### src/rtl/rv32i_trap_pkg.sv
// Shared types and constants for the rv32i machine-mode trap sequencer.
package rv32i_trap_pkg;

  typedef enum logic [2:0] {
    ST_IDLE,
    ST_DRAIN,
    ST_TRAP,
    ST_MRET,
    ST_REDIRECT
  } trap_state_e;

  localparam logic [31:0] MCAUSE_MEI = 32'h8000000B;
  localparam logic [31:0] MCAUSE_MTI = 32'h80000007;

  localparam int MSTATUS_MIE = 3;
  localparam int MIE_MTIE    = 7;
  localparam int MIP_MTIP    = 7;
  localparam int MIE_MEIE    = 11;

  localparam logic [1:0] MTVEC_MODE_VECTORED = 2'b01;

  // External interrupt outranks the timer when both are pending.
  function automatic logic [31:0] irq_cause(input logic ext_pending);
    return ext_pending ? MCAUSE_MEI : MCAUSE_MTI;
  endfunction

endpackage

### src/rtl/rv32i_trap_ctrl_if.sv
// Pipeline / fetch handshakes seen by the trap sequencer.
interface rv32i_trap_ctrl_if;
  logic        exc_valid;
  logic        exc_ready;
  logic [3:0]  exc_cause;
  logic [31:0] exc_pc;
  logic [31:0] exc_tval;
  logic        mret_valid;
  logic        mret_ready;
  logic        drain_req;
  logic        drain_done;
  logic [31:0] resume_pc;
  logic        redirect_valid;
  logic        redirect_ready;
  logic [31:0] redirect_pc;

  // master: the trap sequencer; slave: core pipeline and fetch unit
  modport master (
    input  exc_valid, exc_cause, exc_pc, exc_tval, mret_valid,
    input  drain_done, resume_pc, redirect_ready,
    output exc_ready, mret_ready, drain_req, redirect_valid, redirect_pc
  );

  modport slave (
    output exc_valid, exc_cause, exc_pc, exc_tval, mret_valid,
    output drain_done, resume_pc, redirect_ready,
    input  exc_ready, mret_ready, drain_req, redirect_valid, redirect_pc
  );
endinterface

### src/rtl/rv32i_trap_target.sv
// Trap vector computation: direct base, or base + 4*code for vectored interrupts.
module rv32i_trap_target
  import rv32i_trap_pkg::*;
(
  input  logic [31:0] mtvec,
  input  logic        cause_irq,
  input  logic [3:0]  cause_code,
  output logic [31:0] target
);

  logic [31:0] base;

  always_comb begin
    base   = {mtvec[31:2], 2'b00};
    target = base;
    if (mtvec[1:0] == MTVEC_MODE_VECTORED && cause_irq) begin
      target = base + {26'b0, cause_code, 2'b00};
    end
  end

endmodule

### src/rtl/rv32i_trap_ctrl.sv
// Machine-mode trap sequencer: exception > MRET > interrupt, with pipeline drain before interrupts.
//   state    | meaning
//   IDLE     | waiting for exception, MRET or enabled pending interrupt
//   DRAIN    | drain_req high, waiting for empty pipeline or timeout
//   TRAP     | exception_trigger strobe, compute trap vector
//   MRET     | mret_trigger strobe, take mepc
//   REDIRECT | redirect_valid held until fetch accepts
module rv32i_trap_ctrl
  import rv32i_trap_pkg::*;
#(
  parameter logic [31:0] ADDR_MASK     = 32'h00FFFFFF,
  parameter int          DRAIN_TIMEOUT = 16,
  parameter int          CNT_W         = 5
) (
  input  logic               clk,
  input  logic               rst_n,
  rv32i_trap_ctrl_if.master  core,
  input  logic               ext_irq,
  input  logic [31:0]        mstatus_in,
  input  logic [31:0]        mie_in,
  input  logic [31:0]        mip_in,
  input  logic [31:0]        mtvec_in,
  input  logic [31:0]        mepc_in,
  output logic               exception_trigger,
  output logic [31:0]        exception_cause,
  output logic [31:0]        exception_pc,
  output logic [31:0]        exception_value,
  output logic               mret_trigger,
  output logic               busy
);

  trap_state_e state_q, state_d;

  logic [CNT_W-1:0] cnt_q;
  logic             drain_q;
  logic [31:0]      cause_q, epc_q, tval_q, redirect_pc_q;
  logic [31:0]      trap_target;
  logic             irq_ext, irq_tmr, irq_pend, drain_last;
  logic             exc_ready_c, mret_ready_c, redirect_valid_c;
  logic             unused_csr;

  assign irq_ext    = mstatus_in[MSTATUS_MIE] & mie_in[MIE_MEIE] & ext_irq;
  assign irq_tmr    = mstatus_in[MSTATUS_MIE] & mie_in[MIE_MTIE] & mip_in[MIP_MTIP];
  assign irq_pend   = irq_ext | irq_tmr;
  assign drain_last = (cnt_q == CNT_W'(DRAIN_TIMEOUT - 1));
  assign unused_csr = ^{mstatus_in, mie_in, mip_in};

  rv32i_trap_target u_target (
    .mtvec      (mtvec_in),
    .cause_irq  (cause_q[31]),
    .cause_code (cause_q[3:0]),
    .target     (trap_target)
  );

  always_ff @(posedge clk) begin
    if (!rst_n) state_q <= ST_IDLE;
    else        state_q <= state_d;
  end

  always_comb begin
    state_d = state_q;
    unique case (state_q)
      ST_IDLE: begin
        if (core.exc_valid)       state_d = ST_TRAP;
        else if (core.mret_valid) state_d = ST_MRET;
        else if (irq_pend)        state_d = ST_DRAIN;
      end
      ST_DRAIN: begin
        if (core.exc_valid)       state_d = ST_TRAP;
        else if (core.drain_done) state_d = irq_pend ? ST_TRAP : ST_IDLE;
        else if (drain_last)      state_d = ST_IDLE;
      end
      ST_TRAP, ST_MRET:           state_d = ST_REDIRECT;
      ST_REDIRECT: begin
        if (core.redirect_ready)  state_d = ST_IDLE;
      end
      default:                    state_d = ST_IDLE;
    endcase
  end

  // Readies are suppressed during reset so nothing is accepted into an aborted sequence.
  always_comb begin
    exc_ready_c       = 1'b0;
    mret_ready_c      = 1'b0;
    exception_trigger = 1'b0;
    mret_trigger      = 1'b0;
    redirect_valid_c  = 1'b0;
    unique case (state_q)
      ST_IDLE: begin
        exc_ready_c  = rst_n & core.exc_valid;
        mret_ready_c = rst_n & ~core.exc_valid & core.mret_valid;
      end
      ST_DRAIN:    exc_ready_c       = rst_n;
      ST_TRAP:     exception_trigger = 1'b1;
      ST_MRET:     mret_trigger      = 1'b1;
      ST_REDIRECT: redirect_valid_c  = 1'b1;
      default: ;
    endcase
  end

  always_ff @(posedge clk) begin
    if (!rst_n) begin
      cnt_q         <= '0;
      drain_q       <= 1'b0;
      cause_q       <= '0;
      epc_q         <= '0;
      tval_q        <= '0;
      redirect_pc_q <= '0;
    end else begin
      cnt_q <= (state_q == ST_DRAIN) ? cnt_q + CNT_W'(1) : '0;
      unique case (state_q)
        ST_IDLE: begin
          if (core.exc_valid) begin
            cause_q <= {28'b0, core.exc_cause};
            epc_q   <= core.exc_pc & ADDR_MASK;
            tval_q  <= core.exc_tval;
          end else if (!core.mret_valid && irq_pend) begin
            drain_q <= 1'b1;
          end
        end
        ST_DRAIN: begin
          if (core.exc_valid) begin
            cause_q <= {28'b0, core.exc_cause};
            epc_q   <= core.exc_pc & ADDR_MASK;
            tval_q  <= core.exc_tval;
            drain_q <= 1'b0;
          end else if (core.drain_done) begin
            if (irq_pend) begin
              cause_q <= irq_cause(irq_ext);
              epc_q   <= core.resume_pc & ADDR_MASK;
              tval_q  <= '0;
            end else begin
              drain_q <= 1'b0;
            end
          end else if (drain_last) begin
            drain_q <= 1'b0;
          end
        end
        ST_TRAP:     redirect_pc_q <= trap_target & ADDR_MASK;
        ST_MRET:     redirect_pc_q <= mepc_in & ADDR_MASK;
        ST_REDIRECT: if (core.redirect_ready) drain_q <= 1'b0;
        default: ;
      endcase
    end
  end

  assign core.exc_ready      = exc_ready_c;
  assign core.mret_ready     = mret_ready_c;
  assign core.drain_req      = drain_q;
  assign core.redirect_valid = redirect_valid_c;
  assign core.redirect_pc    = redirect_pc_q;
  assign exception_cause     = cause_q;
  assign exception_pc        = epc_q;
  assign exception_value     = tval_q;
  assign busy                = (state_q != ST_IDLE);

endmodule

### src/flat_wrapper.sv
// flat-port wrapper written by rule: the top's interface ports become plain ports
module rv32i_trap_ctrl_flat import rv32i_trap_pkg::*;
#(
  parameter logic [31:0] ADDR_MASK     = 32'h00FFFFFF,
  parameter int          DRAIN_TIMEOUT = 16,
  parameter int          CNT_W         = 5
)
  (clk, rst_n, ext_irq, mstatus_in, mie_in, mip_in, mtvec_in, mepc_in, exception_trigger, exception_cause, exception_pc, exception_value, mret_trigger, busy, core_exc_valid, core_exc_cause, core_exc_pc, core_exc_tval, core_mret_valid, core_drain_done, core_resume_pc, core_redirect_ready, core_exc_ready, core_mret_ready, core_drain_req, core_redirect_valid, core_redirect_pc);
  rv32i_trap_ctrl_if core_i ();
  input  logic clk;
  input  logic rst_n;
  input  logic ext_irq;
  input  logic [31:0] mstatus_in;
  input  logic [31:0] mie_in;
  input  logic [31:0] mip_in;
  input  logic [31:0] mtvec_in;
  input  logic [31:0] mepc_in;
  output logic exception_trigger;
  output logic [31:0] exception_cause;
  output logic [31:0] exception_pc;
  output logic [31:0] exception_value;
  output logic mret_trigger;
  output logic busy;
  input wire logic [$bits(core_i.exc_valid)-1:0] core_exc_valid;
  input wire logic [$bits(core_i.exc_cause)-1:0] core_exc_cause;
  input wire logic [$bits(core_i.exc_pc)-1:0] core_exc_pc;
  input wire logic [$bits(core_i.exc_tval)-1:0] core_exc_tval;
  input wire logic [$bits(core_i.mret_valid)-1:0] core_mret_valid;
  input wire logic [$bits(core_i.drain_done)-1:0] core_drain_done;
  input wire logic [$bits(core_i.resume_pc)-1:0] core_resume_pc;
  input wire logic [$bits(core_i.redirect_ready)-1:0] core_redirect_ready;
  output wire logic [$bits(core_i.exc_ready)-1:0] core_exc_ready;
  output wire logic [$bits(core_i.mret_ready)-1:0] core_mret_ready;
  output wire logic [$bits(core_i.drain_req)-1:0] core_drain_req;
  output wire logic [$bits(core_i.redirect_valid)-1:0] core_redirect_valid;
  output wire logic [$bits(core_i.redirect_pc)-1:0] core_redirect_pc;
  assign core_i.exc_valid = core_exc_valid;
  assign core_i.exc_cause = core_exc_cause;
  assign core_i.exc_pc = core_exc_pc;
  assign core_i.exc_tval = core_exc_tval;
  assign core_i.mret_valid = core_mret_valid;
  assign core_i.drain_done = core_drain_done;
  assign core_i.resume_pc = core_resume_pc;
  assign core_i.redirect_ready = core_redirect_ready;
  assign core_exc_ready = core_i.exc_ready;
  assign core_mret_ready = core_i.mret_ready;
  assign core_drain_req = core_i.drain_req;
  assign core_redirect_valid = core_i.redirect_valid;
  assign core_redirect_pc = core_i.redirect_pc;
  rv32i_trap_ctrl #(.ADDR_MASK(ADDR_MASK), .DRAIN_TIMEOUT(DRAIN_TIMEOUT), .CNT_W(CNT_W)) u_core (.clk(clk), .rst_n(rst_n), .core(core_i), .ext_irq(ext_irq), .mstatus_in(mstatus_in), .mie_in(mie_in), .mip_in(mip_in), .mtvec_in(mtvec_in), .mepc_in(mepc_in), .exception_trigger(exception_trigger), .exception_cause(exception_cause), .exception_pc(exception_pc), .exception_value(exception_value), .mret_trigger(mret_trigger), .busy(busy));
endmodule
### config.mk
export PLATFORM = sky130hd
export DESIGN_NAME = rv32i_trap_ctrl_flat
export DESIGN_NICKNAME = d
export VERILOG_FILES = /design/src/rtl/rv32i_trap_pkg.sv /design/src/rtl/rv32i_trap_ctrl_if.sv /design/src/rtl/rv32i_trap_target.sv /design/src/rtl/rv32i_trap_ctrl.sv /design/src/flat_wrapper.sv
export SDC_FILE = /design/constraint.sdc
export NUM_CORES = 1
export LEC_CHECK = 0
export ABC_AREA = 1
export CORE_AREA = 4 4 153 155
export CTS_BUF_LIST = sky130_fd_sc_hd__clkbuf_4
export CTS_CLUSTER_DIAMETER = 60
export CTS_CLUSTER_SIZE = 12
export DETAILED_ROUTE_END_ITERATION = 7
export DIE_AREA = 0 0 157 159
export GPL_ROUTABILITY_DRIVEN = 0
export PLACE_DENSITY_LB_ADDON = 0.15
export SLEW_MARGIN = 40
export SYNTH_ARGS = -nofsm -noshare
export SYNTH_HDL_FRONTEND = slang
export SYNTH_HIERARCHICAL = 1
export SYNTH_SLANG_ARGS = --single-unit
### constraint.sdc
create_clock -name clk -period 2.3 [get_ports clk]
set_input_delay 0.23 -clock clk [delete_from_list [all_inputs] [get_ports clk]]
set_output_delay 0.23 -clock clk [all_outputs]
set_load 0.01 [all_outputs]
# Yosys cells after proc, flatten, opt, wreduce, memory -nomap -nowiden
# Index checks and enable logic that the tools add are counted.
# totals
reg_bits,137
in_bits,267
# op_classes
n_addsub,2
eq_ne,15
bitwise_logic,9
n_mux,40
n_reduce_logical,13
# ops
operator,n
32-bit 2-to-1 mux,12
32-bit case mux with 2 select lines,4
24-bit by 6-bit adder with 24-bit output,1
24-bit 2-to-1 mux,1
3-bit 2-to-1 mux,7
3-bit case mux with 4 select lines,1
1-bit 2-to-1 mux,11
"4-bit by 3-bit != test with 1-bit output, second input constant",2
1-bit AND,7
"3-bit by 2-bit == test with 1-bit output, second input constant",2
"2-bit != test, second input constant",3
6-bit AND reduction,1
3-bit nonzero test,2
"5-bit by 1-bit adder with 5-bit output, second input constant",1
"5-bit by 4-bit == test with 1-bit output, second input constant",1
4-bit 2-to-1 mux,1
"4-bit != test, second input constant",1
4-bit AND reduction,1
2-bit nonzero test,2
"3-bit by 1-bit == test with 1-bit output, second input constant",1
"3-bit == test, second input constant",1
3-bit zero test,1
"3-bit by 2-bit != test with 1-bit output, second input constant",1
"3-bit != test, second input constant",1
other kinds (12),13

# Logic depth before layout (Yosys ltp)
# Gate-level depths: netlist of run 1.
# logic_depth
word_depth,7
depth_mapped,15

# By module
# Netlist of run 1, hierarchy kept.
# modules_own_cells
module,seq_area_each_um2,cells_per_inst,n_inst,area_per_inst_um2
rv32i_trap_ctrl,1881.8,627,1,4485.6
rv32i_trap_target,0.0,188,1,975.9

# Least setup slack after synthesis of run 1
# Ideal clock, no wire load.
# synth_path
path_kind,flip-flop to flip-flop
startpoint,"register u_core.cause_q[0], in the netlist u_core/exception_cause[0]"
endpoint,"register u_core.redirect_pc_q[14], in the netlist u_core/core.redirect_pc[14]"
n_path_buf,0
arrival_time_ns,1.700
synth_period_minus_slack_ns,1.832
stages_incl_launch_ff,13
setup_slack_ns,0.468
cell_sequence,dfxtp_1 -> ha_1 -> fa_1 -> nand2_1 -> nor2_2 -> o21ai_1 -> nor2_1 -> nand2_1 -> nor2_1 -> nand2_1 -> nand2_1 -> nand2_1 -> a31oi_1
# synth_between
elab_chain_cells,3
# synth_rtl
element,line_no,source
from (decl),rv32i_trap_ctrl.sv:36,"logic [31:0] cause_q, epc_q, tval_q, redirect_pc_q;"
from (signal assigned),rv32i_trap_ctrl.sv:114,"cause_q <= {28'b0, core.exc_cause};"
from (signal assigned),rv32i_trap_ctrl.sv:123,"cause_q <= {28'b0, core.exc_cause};"
from (signal assigned),rv32i_trap_ctrl.sv:129,cause_q <= irq_cause(irq_ext);
24-bit by 6-bit adder with 24-bit output,rv32i_trap_target.sv:17,"target = base + {26'b0, cause_code, 2'b00};"
24-bit 2-to-1 mux,rv32i_trap_target.sv:16,if (mtvec[1:0] == MTVEC_MODE_VECTORED && cause_irq) begin
named net u_core.trap_target[14],rv32i_trap_ctrl.sv:37,logic [31:0] trap_target;
32-bit case mux with 2 select lines,rv32i_trap_ctrl.sv:111,unique case (state_q)
to (signal assigned),rv32i_trap_ctrl.sv:139,ST_TRAP: redirect_pc_q <= trap_target & ADDR_MASK;
to (signal assigned),rv32i_trap_ctrl.sv:140,ST_MRET: redirect_pc_q <= mepc_in & ADDR_MASK;
to (decl),rv32i_trap_ctrl.sv:36,
# The timed path passes the listed nets, and every way through them passes these cells. The select of a mux whose other input is x is not followed.
# A chain may end at the register's enable or synchronous reset.

# Worst setup path after layout of run 1
# layout_path
startpoint,register u_core.state_q[0]
endpoint,output core_mret_ready
# layout_between
elab_chain_cells,2
# layout_rtl
element,line_no,source
from (decl),rv32i_trap_ctrl.sv:32,"trap_state_e state_q, state_d;"
from (signal assigned),rv32i_trap_ctrl.sv:57,else state_q <= state_d;
3-bit zero test,rv32i_trap_ctrl.sv:88,unique case (state_q)
1-bit 2-to-1 mux,rv32i_trap_ctrl.sv:88,
to (decl),flat_wrapper.sv:33,output wire logic [$bits(core_i.mret_ready)-1:0] core_mret_ready;
# Every way passes these cells.

==> results of run 1 <==
what timing repair did:
action,in CTS,in global routing
resized for setup,1,2
setup endpoints to repair,1,1
gates cloned,0,0
per-layer routing:
| layer | wire length [um] | part of all wire, % | track usage [%] |
|---|---|---|---|
| met5 | 0 | 0 | 0 |
| met2 | 8201 | 44 | 22.42 |
| met3 | 1847 | 9.8 | 6.116 |
| met4 | 112 | 0.60 | 2.367 |
| met1 | 8603 | 46 | 19.47 |
final cells by class:
class | count | area, sq um | area share, %
Clock buffer | 10 | 75.07 | 0.9631
Tap cell | 280 | 350.3 | 4.494
Inverter | 38 | 142.6 | 1.830
Antenna cell | 1 | 2.502 | 0.03210
Sequential cell | 94 | 1883 | 24.16
Multi-Input combinational cell | 577 | 2755 | 35.35
Clock inverter | 6 | 46.29 | 0.5939
Timing Repair Buffer | 252 | 2540 | 32.58
path summary, 6_finish.rpt:
path,from,to,slack (ns),cells past startpoint
worst max-delay path,u_core/state_q[0],core_mret_ready,0.21,4
worst min register to register,u_core/cnt_q[0],u_core/cnt_q[0],0.46,1
worst min-delay path,core_exc_tval[20],u_core/exception_value[20],0.32,3
worst max register to register,u_core/exception_cause[0],u_core/core.redirect_pc[6],0.39,11
state kept, by name (all words and copies together) (netlist names):
signal,count
u_core/exception_pc,24
u_core/core.redirect_pc,24
u_core/exception_cause,5
u_core/state_q,3
u_core/cnt_q,5
u_core/exception_value,32
u_core/core.drain_req,1
metrics by stage:
stage / hold WS, ns / total power, W / area, sq um
floorplan: 0.3889 / 0.002561 / 5351
detailed placement: 0.4356 / 0.003231 / 7660
finish: 0.3195 / 0.004054 / 7795
global route: 0.2631 / 0.004331 / 7795
CTS: 0.2619 / 0.004152 / 7786
global placement: 0.4307 / 0.003231 / 7660
report_power, final:
group | internal (W) | total (W) | switching (W)
clock | 0.000240 | 0.000871 | 0.000630
sequential | 0.00177 | 0.00185 | 0.0000795
combinational | 0.000676 | 0.00134 | 0.000660
critical path, cell delays in order, from the launching register on:
cell             delay [ns]
dfxtp_2                0.40
nor2_4                 0.16
nand2_1                0.11
nor3_1                 0.17
clkdlybuf4s50_1        0.58
cells in the final DEF (no fill, tap or decap), drive strengths merged, types with 3 or more instances in the layout:
master           n
a21oi           66
dfxtp           94
inv             39
xnor2           10
nor2            73
nand2          258
o21ai           30
nand4           35
clkinv           3
a31oi           14
conb            45
nor3             3
ha               6
clkdlybuf4s50  234
clkbuf          10
nand3           22
xor2             7
buf             18
==> results.txt, run 1 <==
Post-Synthesis Cells - 754
IO buf count - 234
Non-filler cells in the finished layout - 1,258
P per Cell Area - 520.1 nW/um^2
Post-DP HPWL - 13,940 um
Final Net Count - 1,246
Worst Tran Pin Value - 0.5655 ns
Die X-Extent - 157 um
Clk_lat worst skew - 0.48 ns
Syn-to-layout area delta - 50.19%
Status - complete, no violations
Num CTS Buffers - 9
CP arrival - 1.86 ns
Initial antenna violation count - 1
Critical Path End Type - output pin
Peak fanout along the critical path - 6
Total gr overflow - 0
Hold_buf cts - 0
Initial core utilization - 23.78%
Detailed Route WL - 18,760 um
Crit start category - flop
Fmax - 477.6 MHz
Fin crit period - 2.094 ns
Layout cell share with drive strength beyond 1 - 7.574%
CTS sink cnt - 94
Vias in the first global route - 5,148
Average size of a mapped cell - 6.883 sq um
Clk_skew - 0.02867 ns
First-pass GRT wire length - 29,260 um
Residual DRC count - 0
# IOs - 402
Largest net degree at the start of global routing - 61
Placeable Area - 21,820 sq um
TNS Setup - 0 ns
RSZ-0062 raised after global routing - no
Final Cycle Share - 91.03%
Fin util - 35.72%
Setup CP Type - reg -> out
Row count - 54
Register clock-pin slew on the reported worst setup and hold paths - 0.16 ns
Worst EP required - 2.07 ns
# setup viols final - 0
Syn. warnings - 6
Antenna-violating nets left - 0
Die area - 24,960 sq um
Lkg Pwr - 3.130 nW
Final Hold Viols - 0
DR iter-0 viols - 320
Fin. max-slew vios - 0
All-layer global routing usage - 14.59%
Slew headroom - 62.30%
Cells after DPL - 1,241
Post-CTS Setup Bufs - 0
Vias per cell - 4.219
Die height - 159 um
Final worst slack - 0.2063 ns
Mapped Area - 5190 sq um
Pre-Repair DR Iteration Count - 4
Fillers - 2,390
Root Driver - clkbuf_4
CTS tree - yes
Wire length per cell - 14.92 um
Htree depth - 3
# Max-Cap Violations - 0
Clock buffer depth - 2
Worst hold path class - in -> reg
Vias - 5,307
Max VDD drop - 0.2454 mV
Pre-CTS setup slack - 0.005263 ns
Power figures use the tool's default switching activity.
==> inputs of run 2 (changes only) <==
--- a/config.mk
+++ b/config.mk
@@ -6,6 +6,7 @@
 export NUM_CORES = 1
 export LEC_CHECK = 0
 export ABC_AREA = 1
+export CAP_MARGIN = 20
 export CORE_AREA = 4 4 153 155
 export CTS_BUF_LIST = sky130_fd_sc_hd__clkbuf_4
 export CTS_CLUSTER_DIAMETER = 60
@@ -13,7 +14,7 @@
 export DETAILED_ROUTE_END_ITERATION = 7
 export DIE_AREA = 0 0 157 159
 export GPL_ROUTABILITY_DRIVEN = 0
-export PLACE_DENSITY_LB_ADDON = 0.15
+export PLACE_DENSITY = 0.73
 export SLEW_MARGIN = 40
 export SYNTH_ARGS = -nofsm -noshare
 export SYNTH_HDL_FRONTEND = slang
==> run 2 against run 1 <==
Via count rose by 2.9%; register-to-register slack got worse by 0.13 ns; worst setup slack improved by 0.0077 ns; combinational power barely moved; first-iteration DRC count rose by 5.3%; power fell by 0.31%; highest routed layer is now met5; cell area barely moved; sequential power barely moved; largest power group unchanged; critical path type unchanged; clock skew fell by 0.015 ns.
==> results.txt, run 2 (synthesized netlist as in run 1, its figures left out) <==
Hold_sp - rst_n
Hold_buf cts - 0
Wire length per cell - 14.47 um
Post-DP HPWL - 14,050 um
Clk_lat worst skew - 0.45 ns
Worst Tran Pin Value - 0.5125 ns
Hold Crit Endpoint - u_core/state_q[2]
Register clock-pin slew on the reported worst setup and hold paths - 0.16 ns
Final Cycle Share - 90.69%
Worst Path Buf+Inv - 1
Fin crit period - 2.086 ns
Row count - 54
Final Net Count - 1,247
Worst EP required - 2.07 ns
Fin util - 35.70%
RSZ-0062 raised after global routing - no
CP top delay family - buffers and inverters
Placeable Area - 21,820 sq um
Layout cell share with drive strength beyond 1 - 7.669%
CP arrival - 1.86 ns
CTS tree - yes
Die X-Extent - 157 um
Setup CP Type - reg -> out
CTS sink cnt - 94
Clock buffer depth - 2
Max VDD drop - 0.2941 mV
Clk_skew - 0.01369 ns
Initial core utilization - 23.78%
Most common cell after layout, fill and taps aside - nand2_1
Largest net degree at the start of global routing - 57
Peak fanout along the critical path - 6
Lkg Pwr - 3.132 nW
Htree depth - 3
Hold path cells - 3
Crit-path max cell delay - 0.57 ns
Crit start category - flop
Reg2Reg Depth - 10
Slowest cell on crit path - clkdlybuf4s50_1
P per Cell Area - 518.9 nW/um^2
Fmax - 479.4 MHz
DR iter-0 viols - 337
Crit Reg-Reg Endpoint - u_core/core.redirect_pc[12]
Worst hold path class - in -> reg
Post-Place Cell Area - 7650 sq um
Fin. max-slew vios - 0
Critical Path End Type - output pin
Die area - 24,960 sq um
Syn-to-layout area delta - 50.10%
Status - complete, no violations
IO buf count - 234
Tot Pwr - 0.004042 W
Cell-by-cell trace of the critical path - nor2_4 > nand2_1 > nor3_1 > clkdlybuf4s50_1
# setup viols final - 0
# IOs - 402
Vias - 5,460
Residual DRC count - 0
Design area - 7790 sq um
R2R setup slack - 0.26 ns
Num CTS Buffers - 9
Final Hold Viols - 0
Max FFs per register - 32
Pre-Repair DR Iteration Count - 4
Vias per cell - 4.330
Initial antenna violation count - 2
Crit Reg-Reg Startpoint - u_core/exception_cause[0]
First-pass GRT wire length - 28,190 um
Antenna-violating nets left - 0
Detailed Route WL - 18,250 um
Most frequent cells in the layout - nand2_1 (242), clkdlybuf4s50_1 (233), dfxtp_1 (93)
Die height - 159 um
Cells after DPL - 1,242
Total gr overflow - 0
All-layer global routing usage - 14.11%
Non-filler cells in the finished layout - 1,261
Slew headroom - 65.47%
Vias in the first global route - 5,179
Root Driver - clkbuf_4
# Max-Cap Violations - 0
-- run 2: final cells by class --
class	count	area, sq um
fill	2321	14030
timing repair buffer	253	2530
antenna	3	7.507
sequential	94	1883
clock inverter	6	46.29
inverter	38	142.6
clock buffer	10	75.07
tap	280	350.3
multi-input combinational	577	2755
-- run 2: power by group --
part	internal, W	total, W	switching, W
clock network	0.000242	0.000862	0.000620
registers	0.00177	0.00185	0.0000801
logic	0.000675	0.00133	0.000657
-- run 2: worst max path at each step --
stage,start,cells past startpoint,endpoint,slack [ns]
3_3_place_gp,mtvec_in[2],13,u_core/core.redirect_pc[14],-0.03
4_1_cts,u_core/state_q[0],4,core_mret_ready,0.02
6_report,u_core/state_q[0],4,core_mret_ready,0.21
2_1_floorplan,u_core/exception_cause[0],12,u_core/core.redirect_pc[14],0.47
3_5_place_dp,mtvec_in[2],13,u_core/core.redirect_pc[14],-0.08
5_1_grt,u_core/exception_cause[0],12,u_core/core.redirect_pc[14],0.02
-- run 2: layer usage --
metal | track usage [%] | routed length [um] | vias to the layer above | part of all wire [%]
li1 | - | - | 2788 | -
met1 | 17.17 | 7463 | 2447 | 41
met2 | 23.73 | 8683 | 206 | 48
met3 | 4.893 | 1830 | 17 | 10
met4 | 3.629 | 261 | 2 | 1.4
met5 | 0 | 13 | - | 0.071
-- run 2: tightest hold or removal path: stages --
cell     delay (ns)
buf_2          0.09
inv_2          0.14
a21oi_1        0.15
-- run 2: repair_timing --
item / 4_1_cts / 5_1_grt
resized for setup: 0 / 3
endpoints found under the setup margin: 0 / 1
setup buffers: 0 / 0
endpoints found under the hold margin: 0 / 0
-- run 2: metrics by stage --
| step | worst slack (ns) | hold WS, ns | TNS (ns) |
|---|---|---|---|
| 2_1_floorplan | 0.4678 | 0.3889 | 0 |
| 3_3_place_gp | -0.02572 | 0.4306 | -0.02572 |
| 3_5_place_dp | -0.07569 | 0.4472 | -0.1560 |
| 4_1_cts | 0.01922 | 0.1456 | 0 |
| 5_1_grt | 0.02468 | 0.2125 | 0 |
| 6_report | 0.2141 | 0.1961 | 0 |
